**src/rtl/instruction_memory_loader_if.sv**
```systemverilog
// Byte-stream receive, instruction-memory write and load-status signals of the boot loader.
// The loader itself connects through master; the receiver/memory/core side connects through slave.
interface instruction_memory_loader_if #(
   parameter int ADDR_WIDTH = 11
);
   logic                  rx_valid;
   logic [7:0]            rx_data;
   logic                  rx_ready;
   logic                  im_write_enable;
   logic [ADDR_WIDTH-1:0] im_write_address;
   logic [31:0]           im_write_data;
   logic                  im_write_ready;
   logic                  core_hold;
   logic                  load_done;
   logic                  load_error;
   logic [15:0]           words_loaded;

   modport master (
      input  rx_valid, rx_data, im_write_ready,
      output rx_ready, im_write_enable, im_write_address, im_write_data,
             core_hold, load_done, load_error, words_loaded
   );

   modport slave (
      output rx_valid, rx_data, im_write_ready,
      input  rx_ready, im_write_enable, im_write_address, im_write_data,
             core_hold, load_done, load_error, words_loaded
   );
endinterface

```
**src/rtl/instruction_memory_loader.sv**
```systemverilog
// Boot loader: parses MAGIC/length/data/SUM frames into little-endian words, writes them from
// address 0 and releases the core only after a frame whose additive checksum matches.
//
// state  | meaning
// -------+-----------------------------------------------------------
// IDLE   | waiting for MAGIC, other bytes discarded
// LEN_LO | next byte is N[7:0]
// LEN_HI | next byte is N[15:8], range-checked against memory size
// DATA   | assembling a word, byte_cnt selects the lane
// WRITE  | word presented to memory, receive paused
// CHECK  | next byte is compared with the running checksum
// DONE   | frame good, core released, MAGIC restarts
// ERROR  | frame bad, core held, MAGIC restarts
module instruction_memory_loader #(
   parameter int         ADDR_WIDTH = 11,
   parameter logic [7:0] MAGIC      = 8'hA5
) (
   input logic                        clk,
   input logic                        reset_n,
   instruction_memory_loader_if.master bus
);

   typedef enum logic [2:0] {
      S_IDLE,
      S_LEN_LO,
      S_LEN_HI,
      S_DATA,
      S_WRITE,
      S_CHECK,
      S_DONE,
      S_ERROR
   } state_t;

   localparam logic [16:0] MAX_WORDS = 17'd1 << ADDR_WIDTH;

   state_t      state_q, state_d;
   logic [15:0] len_q, len_d;
   logic [1:0]  byte_cnt_q, byte_cnt_d;
   logic [7:0]  sum_q, sum_d;
   logic [31:0] word_q, word_d;
   logic [15:0] words_loaded_q, words_loaded_d;
   logic        accept;

   always_ff @(posedge clk or negedge reset_n) begin
      if (!reset_n) begin
         state_q        <= S_IDLE;
         len_q          <= '0;
         byte_cnt_q     <= '0;
         sum_q          <= '0;
         word_q         <= '0;
         words_loaded_q <= '0;
      end else begin
         state_q        <= state_d;
         len_q          <= len_d;
         byte_cnt_q     <= byte_cnt_d;
         sum_q          <= sum_d;
         word_q         <= word_d;
         words_loaded_q <= words_loaded_d;
      end
   end

   always_comb begin
      state_d        = state_q;
      len_d          = len_q;
      byte_cnt_d     = byte_cnt_q;
      sum_d          = sum_q;
      word_d         = word_q;
      words_loaded_d = words_loaded_q;
      accept         = bus.rx_valid && (state_q != S_WRITE);

      unique case (state_q)
         S_IDLE, S_DONE, S_ERROR: begin
            if (accept && (bus.rx_data == MAGIC)) begin
               state_d        = S_LEN_LO;
               words_loaded_d = '0;
               sum_d          = '0;
               byte_cnt_d     = '0;
            end
         end
         S_LEN_LO: begin
            if (accept) begin
               len_d[7:0] = bus.rx_data;
               state_d    = S_LEN_HI;
            end
         end
         S_LEN_HI: begin
            if (accept) begin
               len_d[15:8] = bus.rx_data;
               if ({1'b0, len_d} > MAX_WORDS) begin
                  state_d = S_ERROR;
               end else if (len_d == 16'd0) begin
                  state_d = S_CHECK;
               end else begin
                  state_d = S_DATA;
               end
            end
         end
         S_DATA: begin
            if (accept) begin
               word_d[{byte_cnt_q, 3'b000} +: 8] = bus.rx_data;
               sum_d      = sum_q + bus.rx_data;
               byte_cnt_d = byte_cnt_q + 2'd1;
               if (byte_cnt_q == 2'd3) begin
                  state_d = S_WRITE;
               end
            end
         end
         S_WRITE: begin
            // The count reaching 2^ADDR_WIDTH wraps the address to 0, but CHECK follows so it is never used.
            if (bus.im_write_ready) begin
               words_loaded_d = words_loaded_q + 16'd1;
               state_d        = (words_loaded_d == len_q) ? S_CHECK : S_DATA;
            end
         end
         S_CHECK: begin
            if (accept) begin
               state_d = (bus.rx_data == sum_q) ? S_DONE : S_ERROR;
            end
         end
         default: state_d = S_IDLE;
      endcase
   end

   assign bus.rx_ready         = (state_q != S_WRITE);
   assign bus.im_write_enable  = (state_q == S_WRITE);
   assign bus.im_write_address = words_loaded_q[ADDR_WIDTH-1:0];
   assign bus.im_write_data    = word_q;
   assign bus.core_hold        = (state_q != S_DONE);
   assign bus.load_done        = (state_q == S_DONE);
   assign bus.load_error       = (state_q == S_ERROR);
   assign bus.words_loaded     = words_loaded_q;

endmodule

```
**src/flat_wrapper.sv**
```systemverilog
// flat-port wrapper written by rule: the top's interface ports become plain ports
module instruction_memory_loader_flat 
#(
   parameter int         ADDR_WIDTH = 11,
   parameter logic [7:0] MAGIC      = 8'hA5
)
  (clk, reset_n, bus_rx_valid, bus_rx_data, bus_im_write_ready, bus_rx_ready, bus_im_write_enable, bus_im_write_address, bus_im_write_data, bus_core_hold, bus_load_done, bus_load_error, bus_words_loaded);
  instruction_memory_loader_if #(.ADDR_WIDTH(ADDR_WIDTH)) bus_i ();
  input logic clk;
  input logic reset_n;
  input wire logic [$bits(bus_i.rx_valid)-1:0] bus_rx_valid;
  input wire logic [$bits(bus_i.rx_data)-1:0] bus_rx_data;
  input wire logic [$bits(bus_i.im_write_ready)-1:0] bus_im_write_ready;
  output wire logic [$bits(bus_i.rx_ready)-1:0] bus_rx_ready;
  output wire logic [$bits(bus_i.im_write_enable)-1:0] bus_im_write_enable;
  output wire logic [$bits(bus_i.im_write_address)-1:0] bus_im_write_address;
  output wire logic [$bits(bus_i.im_write_data)-1:0] bus_im_write_data;
  output wire logic [$bits(bus_i.core_hold)-1:0] bus_core_hold;
  output wire logic [$bits(bus_i.load_done)-1:0] bus_load_done;
  output wire logic [$bits(bus_i.load_error)-1:0] bus_load_error;
  output wire logic [$bits(bus_i.words_loaded)-1:0] bus_words_loaded;
  assign bus_i.rx_valid = bus_rx_valid;
  assign bus_i.rx_data = bus_rx_data;
  assign bus_i.im_write_ready = bus_im_write_ready;
  assign bus_rx_ready = bus_i.rx_ready;
  assign bus_im_write_enable = bus_i.im_write_enable;
  assign bus_im_write_address = bus_i.im_write_address;
  assign bus_im_write_data = bus_i.im_write_data;
  assign bus_core_hold = bus_i.core_hold;
  assign bus_load_done = bus_i.load_done;
  assign bus_load_error = bus_i.load_error;
  assign bus_words_loaded = bus_i.words_loaded;
  instruction_memory_loader #(.ADDR_WIDTH(ADDR_WIDTH), .MAGIC(MAGIC)) u_core (.clk(clk), .reset_n(reset_n), .bus(bus_i));
endmodule
```
**config.mk**
```make
export PLATFORM = sky130hd
export DESIGN_NAME = instruction_memory_loader_flat
export DESIGN_NICKNAME = d
export VERILOG_FILES = /design/src/rtl/instruction_memory_loader_if.sv /design/src/rtl/instruction_memory_loader.sv /design/src/flat_wrapper.sv
export SDC_FILE = /design/constraint.sdc
export NUM_CORES = 1
export LEC_CHECK = 0
export ABC_CLOCK_PERIOD_IN_PS = 5800
export CAP_MARGIN = 20
export CORE_MARGIN = 8
export CORE_UTILIZATION = 50
export CTS_CLUSTER_DIAMETER = 100
export DETAILED_ROUTE_END_ITERATION = 8
export PLACE_DENSITY = 0.79
export SYNTH_ARGS = -nofsm -noshare
export SYNTH_HDL_FRONTEND = slang
export SYNTH_SLANG_ARGS = --single-unit
```
**constraint.sdc**
```tcl
create_clock -name clk -period 5.8 [get_ports clk]
set_clock_uncertainty 0.1 [all_clocks]
set_input_delay 1.16 -clock clk [delete_from_list [all_inputs] [get_ports clk]]
set_output_delay 1.16 -clock clk [all_outputs]
set_load 0.01 [all_outputs]
```
==> results.toml <==
[outcome]
status = "complete, no violations"

[worst_setup_path]
slowest_delay_ns = 0.65
worstSetupEndpointType = "flip-flop"
worstPathRequired_ns = 5.95
crit_slowest_cell = "clkdlybuf4s50_1"
crit_end = "u_core.sum_q[2]"
rr_worst_depth = 7
critical_path_arrival_ns = 3.48
worst-setup-path-type = "in -> reg"
crit_chain = "clkdlybuf4s50_1 > or2_0 > or4_4 > a21o_1 > and2_1 > o41ai_2"
r2r_slack_ns = 3.17
r2r_start = "u_core.bus.words_loaded[0]"
r2r_end = "u_core.state_q[1]"
startpoint = "bus_rx_data[6]"
path_max_fanout = 10
start_kind = "input pin"

[detailed_routing]
wirelength_mm = 10.9
antenna_left = 0
vias = 3650
drt_iter0_markers = 286
wl_per_cell_um = 17.0
drcViolationCount = 0
first_pass_iters = 4
via_per_inst = 5.69

[timing]
layout_min_cycle_time_ns = 3.33
max_freq_ghz = 0.300
finalHoldViolations = 0
slew_headroom_pct = 34.2
grt_setup_unrepaired = "false"
worst_pin_slew_ns = 0.985
finalMaxSlewViolations = 0
final-setup-viol-count = 0
setup_tns_ns = 0
fin_crit_sh_pct = 57.5

[synthesis]
ys_seq_area_share_pct = 43.9
yosys.area.top_type = "dfrtp_1"
synthTopCellsByCount = "nand2_1 (103), dfrtp_1 (77), o21ai_0 (56)"
yosysTopAreaCellShare_pct = 43.9
dominantRegCellSynth = "dfrtp_1"
syn_area_per_cell_um2 = 9.29
synthMuxAreaShare_pct = 4.11
synth_fa_ha_area_share_pct = 4.45
synth_top_family_by_area = "simple AND/OR/NAND/NOR gates"
post_synth_xor_area_fraction_pct = 6.11
async_reset_ff_share_pct = 100
postSynthCellCount = 472
synth_compound_area_share_pct = 15.3
ys_ff_latch = 77
synthSimpleGateAreaFrac_pct = 20.8
ys_warn_count = 0
synth_edf_count = 0
syn_area_mm2 = 0.00438
synth_cell_types = 62
syn-num-nets = 499
ys_top_cells_by_area = "dfrtp_1 (44%), nand2_1 (8.8%), o21ai_0 (6.4%)"
synth.most_common_cell = "nand2_1"

[clocking]
cts_buffer_depth = 2
htree_levels = 3
cts-root-buf = "clkbuf_8"
cts_setup_buffers = 0
clock-sinks = 77
clk_pin_slew_worst_paths_ns = 0.08
post_cts_resized = 0
cts_tree = "yes"
cts_hold_buffers = 0
clk_latency_ns = 0.35
cts_buffers = 9

[floorplan]
core.rowCount = 34
die_w_um = 110
die_y_um = 110
pin_count = 76
start_util_pct = 51.0
dieArea_mm2 = 0.0120
coreArea_mm2 = 0.00859

[global_route]
overflow = 0
first_global_vias = 3638
grt_pass1_wl_mm = 18.4
grt.total_usage_pct = 19.3
grt_max_degree = 78
antenna_found_initial = 0

[power]
p_per_area_mw_per_mm2 = 456
total_power_mw = 2.44
irDropWorstVdd_mv = 0.266
leakagePower_nw = 2.26

[finish]
antenna_cells = 0
areaGrowthSynthToFinish_pct = 22.0
fin_nets = 556
multi_input_area_mm2 = 0.00223
drive_gt1_share_pct = 8.80
fillCellCount = 707
ff_latch_area_mm2 = 0.00193

[placement]
place_congestion = 0.918
dp_hpwl_mm = 7.65
portBuffers = 75

[worst_hold_path]
min_path_type = "reg -> reg"

[run]
cap_viol_max_count = 0
==> registers in the layout, indices dropped and copies added (netlist names) <==
register and count:
u_core.bus.im_write_data 32, u_core.bus.words_loaded 16, u_core.byte_cnt_q 2, u_core.len_q 16
u_core.state_q 3, u_core.sum_q 8
==> worst min path at each step <==
stage | start | depth (start not counted) | to | slack [ns]
floorplan | u_core.sum_q[2] | 2 | u_core.sum_q[2] | 0.35
finish | u_core.bus.im_write_data[30] | 2 | u_core.bus.im_write_data[30] | 0.38
detailed placement | u_core.bus.im_write_data[30] | 2 | u_core.bus.im_write_data[30] | 0.37
CTS | u_core.bus.im_write_data[30] | 2 | u_core.bus.im_write_data[30] | 0.39
global route | u_core.bus.im_write_data[24] | 2 | u_core.bus.im_write_data[24] | 0.41
global placement | u_core.bus.im_write_data[11] | 2 | u_core.bus.im_write_data[11] | 0.36
==> kinds of logic (layout without fill, tap and decap cells) <==
| group | count (synthesis) | count (layout) |
|---|---|---|
| AO/OA/AOI/OAI | 107 | 107 |
| AND/OR/NAND/NOR | 186 | 186 |
| multiplexers | 16 | 16 |
| adder cells (fa/ha/maj) | 15 | 15 |
| XOR/XNOR | 29 | 29 |
| buffers and inverters | 42 | 104 |
| flip-flops | 77 | 77 |
==> layer usage <==
metal / part of all wire [%] / global-route usage (%) / vias to the layer above
li1: - / - / 1752
met1: 40 / 23.3 / 1770
met2: 52 / 33.2 / 114
met3: 6.9 / 4.10 / 14
met4: 1.2 / 7.04 / 0
met5: 0 / 0 / -
==> critical path: cells and delay by family <==
family	cells	cell delay, ns
and+or+nand+nor	3	1.16
AOI/OAI and AO/OA	2	0.51
buffers and inverters	1	0.65
==> through the flow <==
stage          hold slack, ns  setup slack (ns)  area [um^2]  std cells  utilization [%]
2_1_floorplan           0.352              2.83         4380        472                -
3_3_place_gp            0.363              2.20         5090        626             59.2
3_5_place_dp            0.369              2.10         5090        626             59.2
4_1_cts                 0.386              2.51         5350        642             62.2
5_1_grt                 0.410              2.34         5350        642             62.2
6_report                0.379              2.47         5350        642             62.2
==> power breakdown <==
| group | leakage (nW) | total [mW] | switching [mW] | internal, mW |
|---|---|---|---|---|
| clock | 0.129 | 0.528 | 0.200 | 0.328 |
| sequential | 1.02 | 0.892 | 0.184 | 0.709 |
| combinational | 1.11 | 1.02 | 0.510 | 0.508 |
==> layout by cell type (no fill, tap or decap), types with 5 or more instances in the layout <==
master,n
a21oi_1,6
a22o_1,5
and3_1,6
clkbuf_8,9
clkdlybuf4s50_1,74
dfrtp_1,77
ha_1,14
inv_1,12
mux2_2,16
nand2_1,103
nand2b_1,6
nand3_1,11
nor2_1,18
nor3_1,8
nor4_1,5
o21ai_0,56
xnor2_1,15
xor2_1,13
==> area by class of cell <==
| cell class | count | area share, % |
|---|---|---|
| multi-input combinational | 353 | 41.6 |
| inverter | 13 | 0.912 |
| sequential | 77 | 36.0 |
| clock buffer | 9 | 2.32 |
| tap | 108 | 2.53 |
| timing repair buffer | 75 | 14.0 |
| clock inverter | 7 | 2.57 |
(Power assumes the default switching activity.)
